## src/rtl/cadd_acc_if.sv

```systemverilog
// cadd_acc_if -- beat/result bus for the complex add/accumulate block.
//   in_valid/in_ready : input beat handshake (master -> slave)
//   op                : 00 ADD, 01 SUB, 10 ACC, 11 CONJ
//   in_last           : closes an ACC packet
//   ar, ai, br, bi    : signed operands a = ar + j*ai, b = br + j*bi
//   out_valid/out_ready : result handshake (slave -> master)
//   sr, si            : signed result, SIZEIN+GUARD bits each
//   out_ovf           : overflow flag attached to the result
interface cadd_acc_if #(
    parameter int SIZEIN = 16,
    parameter int GUARD  = 4
);
    localparam int OUTW = SIZEIN + GUARD;

    logic                     in_valid;
    logic                     in_ready;
    logic [1:0]               op;
    logic                     in_last;
    logic signed [SIZEIN-1:0] ar;
    logic signed [SIZEIN-1:0] ai;
    logic signed [SIZEIN-1:0] br;
    logic signed [SIZEIN-1:0] bi;
    logic                     out_valid;
    logic                     out_ready;
    logic signed [OUTW-1:0]   sr;
    logic signed [OUTW-1:0]   si;
    logic                     out_ovf;

    modport master (
        output in_valid, op, in_last, ar, ai, br, bi, out_ready,
        input  in_ready, out_valid, sr, si, out_ovf
    );

    modport slave (
        input  in_valid, op, in_last, ar, ai, br, bi, out_ready,
        output in_ready, out_valid, sr, si, out_ovf
    );
endinterface

```

## src/rtl/cadd_acc.sv

```systemverilog
// cadd_acc -- two-stage complex adder / packet accumulator.
//   clk : clock, all state on the rising edge
//   rst : synchronous active-high reset, discards everything in flight
//   bus : cadd_acc_if slave port (input beats, results)
// Stage 1 registers the beat; stage 2 computes ADD/SUB/CONJ directly or
// folds an ACC beat into the accumulator, emitting the sum on in_last.
// Both stages move only when the output register is empty or being drained.
module cadd_acc #(
    parameter int SIZEIN = 16,
    parameter int GUARD  = 4,
    parameter int SAT    = 0
) (
    input  logic      clk,
    input  logic      rst,
    cadd_acc_if.slave bus
);
    localparam int OUTW = SIZEIN + GUARD;
    localparam int NW   = SIZEIN + 1;

    typedef enum logic [1:0] {
        OP_ADD  = 2'b00,
        OP_SUB  = 2'b01,
        OP_ACC  = 2'b10,
        OP_CONJ = 2'b11
    } op_e;

    logic                   adv;
    logic                   s1_valid_q, s1_valid_d;
    op_e                    s1_op_q, s1_op_d;
    logic                   s1_last_q, s1_last_d;
    // index 0 = real component, index 1 = imaginary component
    logic [1:0][SIZEIN-1:0] s1_a_q, s1_a_d;
    logic [1:0][SIZEIN-1:0] s1_b_q, s1_b_d;
    logic [1:0][OUTW-1:0]   acc_q, acc_d;
    logic                   sticky_q, sticky_d;
    logic                   out_valid_q, out_valid_d;
    logic [1:0][OUTW-1:0]   res_q, res_d;
    logic                   out_ovf_q, out_ovf_d;

    logic [1:0][OUTW-1:0]   arith_w;
    logic [1:0][OUTW-1:0]   acc_new_w;
    logic [1:0]             acc_ovf_w;

    assign adv = !out_valid_q || bus.out_ready;

    for (genvar gi = 0; gi < 2; gi++) begin : g_comp
        logic [NW-1:0] a_ext;
        logic [NW-1:0] b_ext;
        logic [NW-1:0] opnd_sum;
        logic [NW-1:0] opnd_dif;
        logic [NW-1:0] opnd_res;
        logic [OUTW:0] acc_sum;
        logic          use_sub;

        assign a_ext    = {s1_a_q[gi][SIZEIN-1], s1_a_q[gi]};
        assign b_ext    = {s1_b_q[gi][SIZEIN-1], s1_b_q[gi]};
        assign opnd_sum = a_ext + b_ext;
        assign opnd_dif = a_ext - b_ext;
        // CONJ subtracts only on the imaginary component
        assign use_sub  = (s1_op_q == OP_SUB) || ((gi == 1) && (s1_op_q == OP_CONJ));
        assign opnd_res = use_sub ? opnd_dif : opnd_sum;
        assign arith_w[gi] = {{GUARD{opnd_res[NW-1]}}, opnd_res};

        // One extra bit so signed overflow shows up as the top two bits differing.
        assign acc_sum = {acc_q[gi][OUTW-1], acc_q[gi]}
                       + {{GUARD{opnd_sum[NW-1]}}, opnd_sum};
        assign acc_ovf_w[gi] = acc_sum[OUTW] ^ acc_sum[OUTW-1];

        if (SAT != 0) begin : g_sat
            // The true sign (bit OUTW) picks the clamp direction.
            assign acc_new_w[gi] = !acc_ovf_w[gi] ? acc_sum[OUTW-1:0] :
                                   (acc_sum[OUTW] ? {1'b1, {(OUTW-1){1'b0}}}
                                                  : {1'b0, {(OUTW-1){1'b1}}});
        end else begin : g_wrap
            assign acc_new_w[gi] = acc_sum[OUTW-1:0];
        end
    end

    always_comb begin
        s1_valid_d  = s1_valid_q;
        s1_op_d     = s1_op_q;
        s1_last_d   = s1_last_q;
        s1_a_d      = s1_a_q;
        s1_b_d      = s1_b_q;
        acc_d       = acc_q;
        sticky_d    = sticky_q;
        out_valid_d = out_valid_q;
        res_d       = res_q;
        out_ovf_d   = out_ovf_q;

        if (adv) begin
            s1_valid_d  = bus.in_valid;
            s1_op_d     = op_e'(bus.op);
            s1_last_d   = bus.in_last;
            s1_a_d      = {bus.ai, bus.ar};
            s1_b_d      = {bus.bi, bus.br};
            out_valid_d = 1'b0;

            if (s1_valid_q) begin
                if (s1_op_q == OP_ACC) begin
                    if (s1_last_q) begin
                        // Emit the updated sum and restart the packet from zero.
                        out_valid_d = 1'b1;
                        res_d       = acc_new_w;
                        out_ovf_d   = sticky_q | (|acc_ovf_w);
                        acc_d       = '0;
                        sticky_d    = 1'b0;
                    end else begin
                        acc_d       = acc_new_w;
                        sticky_d    = sticky_q | (|acc_ovf_w);
                    end
                end else begin
                    out_valid_d = 1'b1;
                    res_d       = arith_w;
                    out_ovf_d   = 1'b0;
                end
            end
        end
    end

    always_ff @(posedge clk) begin
        if (rst) begin
            s1_valid_q  <= 1'b0;
            s1_op_q     <= OP_ADD;
            s1_last_q   <= 1'b0;
            s1_a_q      <= '0;
            s1_b_q      <= '0;
            acc_q       <= '0;
            sticky_q    <= 1'b0;
            out_valid_q <= 1'b0;
            res_q       <= '0;
            out_ovf_q   <= 1'b0;
        end else begin
            s1_valid_q  <= s1_valid_d;
            s1_op_q     <= s1_op_d;
            s1_last_q   <= s1_last_d;
            s1_a_q      <= s1_a_d;
            s1_b_q      <= s1_b_d;
            acc_q       <= acc_d;
            sticky_q    <= sticky_d;
            out_valid_q <= out_valid_d;
            res_q       <= res_d;
            out_ovf_q   <= out_ovf_d;
        end
    end

    assign bus.in_ready  = adv;
    assign bus.out_valid = out_valid_q;
    assign bus.sr        = res_q[0];
    assign bus.si        = res_q[1];
    assign bus.out_ovf   = out_ovf_q;
endmodule

```

## src/flat_wrapper.sv

```systemverilog
// flat-port wrapper written by rule: the top's interface ports become plain ports
module cadd_acc_flat 
#(
    parameter int SIZEIN = 16,
    parameter int GUARD  = 4,
    parameter int SAT    = 0
)
  (clk, rst, bus_in_valid, bus_op, bus_in_last, bus_ar, bus_ai, bus_br, bus_bi, bus_out_ready, bus_in_ready, bus_out_valid, bus_sr, bus_si, bus_out_ovf);
  cadd_acc_if #(.SIZEIN(SIZEIN), .GUARD(GUARD)) bus_i ();
  input  logic clk;
  input  logic rst;
  input wire logic [$bits(bus_i.in_valid)-1:0] bus_in_valid;
  input wire logic [$bits(bus_i.op)-1:0] bus_op;
  input wire logic [$bits(bus_i.in_last)-1:0] bus_in_last;
  input wire logic [$bits(bus_i.ar)-1:0] bus_ar;
  input wire logic [$bits(bus_i.ai)-1:0] bus_ai;
  input wire logic [$bits(bus_i.br)-1:0] bus_br;
  input wire logic [$bits(bus_i.bi)-1:0] bus_bi;
  input wire logic [$bits(bus_i.out_ready)-1:0] bus_out_ready;
  output wire logic [$bits(bus_i.in_ready)-1:0] bus_in_ready;
  output wire logic [$bits(bus_i.out_valid)-1:0] bus_out_valid;
  output wire logic [$bits(bus_i.sr)-1:0] bus_sr;
  output wire logic [$bits(bus_i.si)-1:0] bus_si;
  output wire logic [$bits(bus_i.out_ovf)-1:0] bus_out_ovf;
  assign bus_i.in_valid = bus_in_valid;
  assign bus_i.op = bus_op;
  assign bus_i.in_last = bus_in_last;
  assign bus_i.ar = bus_ar;
  assign bus_i.ai = bus_ai;
  assign bus_i.br = bus_br;
  assign bus_i.bi = bus_bi;
  assign bus_i.out_ready = bus_out_ready;
  assign bus_in_ready = bus_i.in_ready;
  assign bus_out_valid = bus_i.out_valid;
  assign bus_sr = bus_i.sr;
  assign bus_si = bus_i.si;
  assign bus_out_ovf = bus_i.out_ovf;
  cadd_acc #(.SIZEIN(SIZEIN), .GUARD(GUARD), .SAT(SAT)) u_core (.clk(clk), .rst(rst), .bus(bus_i));
endmodule
```

## config.mk

```make
export PLATFORM = sky130hd
export DESIGN_NAME = cadd_acc_flat
export DESIGN_NICKNAME = d
export VERILOG_FILES = /design/src/rtl/cadd_acc_if.sv /design/src/rtl/cadd_acc.sv /design/src/flat_wrapper.sv
export SDC_FILE = /design/constraint.sdc
export NUM_CORES = 1
export LEC_CHECK = 0
export ABC_CLOCK_PERIOD_IN_PS = 5100
export CAP_MARGIN = 30
export CORE_MARGIN = 3
export CORE_UTILIZATION = 32
export DETAILED_ROUTE_END_ITERATION = 8
export PLACE_DENSITY = 0.57
export SYNTH_ARGS = -nofsm -noshare
export SYNTH_HDL_FRONTEND = slang
export SYNTH_SLANG_ARGS = --single-unit
```

## constraint.sdc

```tcl
create_clock -name clk -period 5.1 [get_ports clk]
set_input_delay 0.765 -clock clk [delete_from_list [all_inputs] [get_ports clk]]
set_output_delay 0.765 -clock clk [all_outputs]
set_load 0.1 [all_outputs]
```

==> metrics.cfg <==
[cells_and_area]
nNetsFinal = 1684
drive_above_1_share_pct = 4.362
instances_no_fill = 1955
syn2layout_area_growth_pct = 19.27
n_antenna_cell = 0
final_cell_area_um2 = 12920

[synthesis]
synth_flop_cell = dfxtp_1
ys_warn_count = 0
syn_nets = 1621
synth.top_cell.area_share_pct = 27.91
synth.distinct_cells = 66
synthTopCellsByArea = dfxtp_1 (28%), ha_1 (12%), a21oi_1 (8.2%)
synth_area_um2 = 10830
ys_seq_area_share_pct = 27.91
yosys-top-cells-count = nand2_1 (205), a21oi_1 (177), dfxtp_1 (151)
yosysTopAreaCell = dfxtp_1
syn-instance-count = 1437
synth_seq_cells = 151
synth-edff-count = 0
synth.avg_cell_area_um2 = 7.538
ys_async_sr_fraction_pct = 0
yosysMostFrequentCell = nand2_1

[status]
status = finished, final reports clean

[flow_run]
maxCapViolCount = 0

[detailed_routing]
drt_first_pass_iters = 7
drt_iter0_markers = 947
detail_route.vias_per_cell = 5.258
wl_mm = 32.59
post_drt_wl_per_cell_um = 16.67
ant_nets = 0
num_vias = 10280
drcViolationCount = 0

[worst_setup_path]
arrival_ps = 4810
r2r_end = u_core.sticky_q
end_kind = register
r2r_start = u_core.g_comp[1].b_ext[2]
critPathCapture = u_core.sticky_q
r2r_setup_slack_ps = 640
crit_required_ps = 5460
rr_worst_depth = 19
worstSetupPathType = reg2reg
cp-startpoint = u_core.g_comp[1].b_ext[2]
cp_max_fo = 8
worstSetupStartpointType = register

[sta]
finClkSkew_ps = 9.149
whs_ps = 449.7
tns_ps = 0
hold_viol = 0
rsz0062_at_grt = false
drv_slew = 0
slew_headroom_pct = 33.42
tightest_slew_ps = 995.5
final-setup-viol-count = 0
fin_crit_sh_pct = 87.38
max_freq_mhz = 224.4
layout_min_cycle_time_ps = 4457

[clock_tree]
cts_inserted_buffers = 17
ctsHtreeMaxLevel = 4
cts-resized-gates = 0
cts_hold_buf = 0
clkSinkCount = 151
post_cts_buffers = 0
cts_tree = done
clk_pin_slew_ps = 70
cts_buffer_depth = 2
cts-root-buf = clkbuf_16
clock_latency_ps = 430

[die]
fp.dieH_um = 190.0
dieArea_um2 = 36090
die_w_um = 190.0
start_util_pct = 32.87
core_area_um2 = 32950
io_pins = 114
num_rows = 66

[global_routing]
grt_usage_pct = 18.00
grt_pass1_wl_mm = 52.53
first_global_vias = 9857
gr-total-overflow = 0
grt_antenna_before_repair = 0
grt_max_degree = 94

[power]
power.density_nw_per_um2 = 297.3
power_mw = 3.841
p_int_mw = 2.388
power_switching_mw = 1.453
comb_power_share_pct = 32.8
p_leak_nw = 5.390
clockPowerShare_pct = 33.1
seq_power_share_pct = 34.1
max-vdd-ir-drop_mv = 0.2426
p_sw_share_pct = 37.82

[placed_design]
hpwlAfterDp_mm = 24.56
dpl-instance-area_um2 = 12310
io_buffers = 113
placed_cells = 1922
gp_congestion = 0.8799

[worst_hold_path]
hp-class = reg2reg

==> cells by family (layout without fill, tap and decap cells) <==
group / count (synthesis) / after routing / synth area share (%)
buffers and inverters: 156 / 232 / 5.464
multiplexers: 3 / 3 / 0.2772
AO/OA/AOI/OAI: 455 / 455 / 27.05
XOR/XNOR: 78 / 78 / 6.307
adder cells (fa/ha/maj): 113 / 113 / 13.47
flip-flops: 151 / 151 / 27.91
AND/OR/NAND/NOR: 481 / 481 / 19.52
==> metrics by stage <==
stage               util [%]  worst slack (ps)
finish                 39.21             643.4
global route           39.21             242.1
CTS                    39.12             659.1
detailed placement     37.37             656.2
global placement       37.37             750.2
floorplan                  -             955.5
==> area by class of cell <==
cell class,instances,area (µm²)
repair buffers,128,1261
clock inverters,14,140.1
clock buffers,18,439.2
flip-flops and latches,151,3023
fillers,3491,20030
well taps,442,553.0
inverters,72,270.3
multi-input cells,1130,7232
==> power by group through the flow <==
stage	registers (mW)	logic (mW)	clock network, mW
after floorplan	1.53	0.701	0
after global placement	1.34	1.24	0
after detailed placement	1.34	1.24	0
after CTS	1.31	1.25	1.30
after global routing	1.32	1.37	1.36
final	1.31	1.26	1.27
==> per-layer routing <==
layer	routed length (µm)	vias up	global-route usage, %
met5	0	-	0
met4	516	0	4.748
met3	1694	31	2.875
met2	13650	273	26.65
met1	16730	4780	26.95
li1	-	5196	-
==> worst min-delay path by stage <==
stage                     start          endpoint  slack, ps  cells after the start
3_3_place_gp   u_core.bus.sr[8]  u_core.bus.sr[8]        450                      2
5_1_grt        u_core.bus.sr[8]  u_core.bus.sr[8]        460                      2
4_1_cts        u_core.bus.sr[8]  u_core.bus.sr[8]        450                      2
3_5_place_dp   u_core.bus.sr[8]  u_core.bus.sr[8]        440                      2
6_report       u_core.bus.sr[8]  u_core.bus.sr[8]        450                      2
2_1_floorplan   u_core.acc_q[8]   u_core.acc_q[8]        440                      2
==> critical path, stage by stage (launching register included) <==
cell and delay, ps:
dfxtp_1 360, inv_1 50, ha_1 410, nor2_1 90, o311a_1 350, o211ai_1 220
nand3_1 170, a211oi_2 370, nor2_1 80, o21ai_0 220, buf_4 180, ha_1 300
a21o_1 180, a21o_1 180, a2111o_1 400, a221o_1 280, nand2_1 120, xnor2_1 150
nor2_1 60, a211oi_1 210
==> registers in the layout, summed over array words and instances (netlist names) <==
name,cells
u_core.acc_q,40
u_core.g_comp.a_ext,32
u_core.g_comp.b_ext,32
u_core.bus.si,20
u_core.bus.sr,20
u_core.s1_op_q,2
u_core.bus.out_ovf,1
u_core.bus.out_valid,1
u_core.s1_last_q,1
u_core.s1_valid_q,1
u_core.sticky_q,1
==> layout by cell type, fill, tap and decap left out, types with 22 or more instances in the layout <==
cell,instances
nand2_1,205
a21oi_1,177
dfxtp_1,151
nor2_1,131
clkdlybuf4s50_1,112
ha_1,107
inv_1,69
o21ai_0,60
xnor2_1,56
nor3_1,45
a22oi_1,39
a21o_1,25
xor2_1,22
Note: power is estimated with default switching activity, not from simulation.
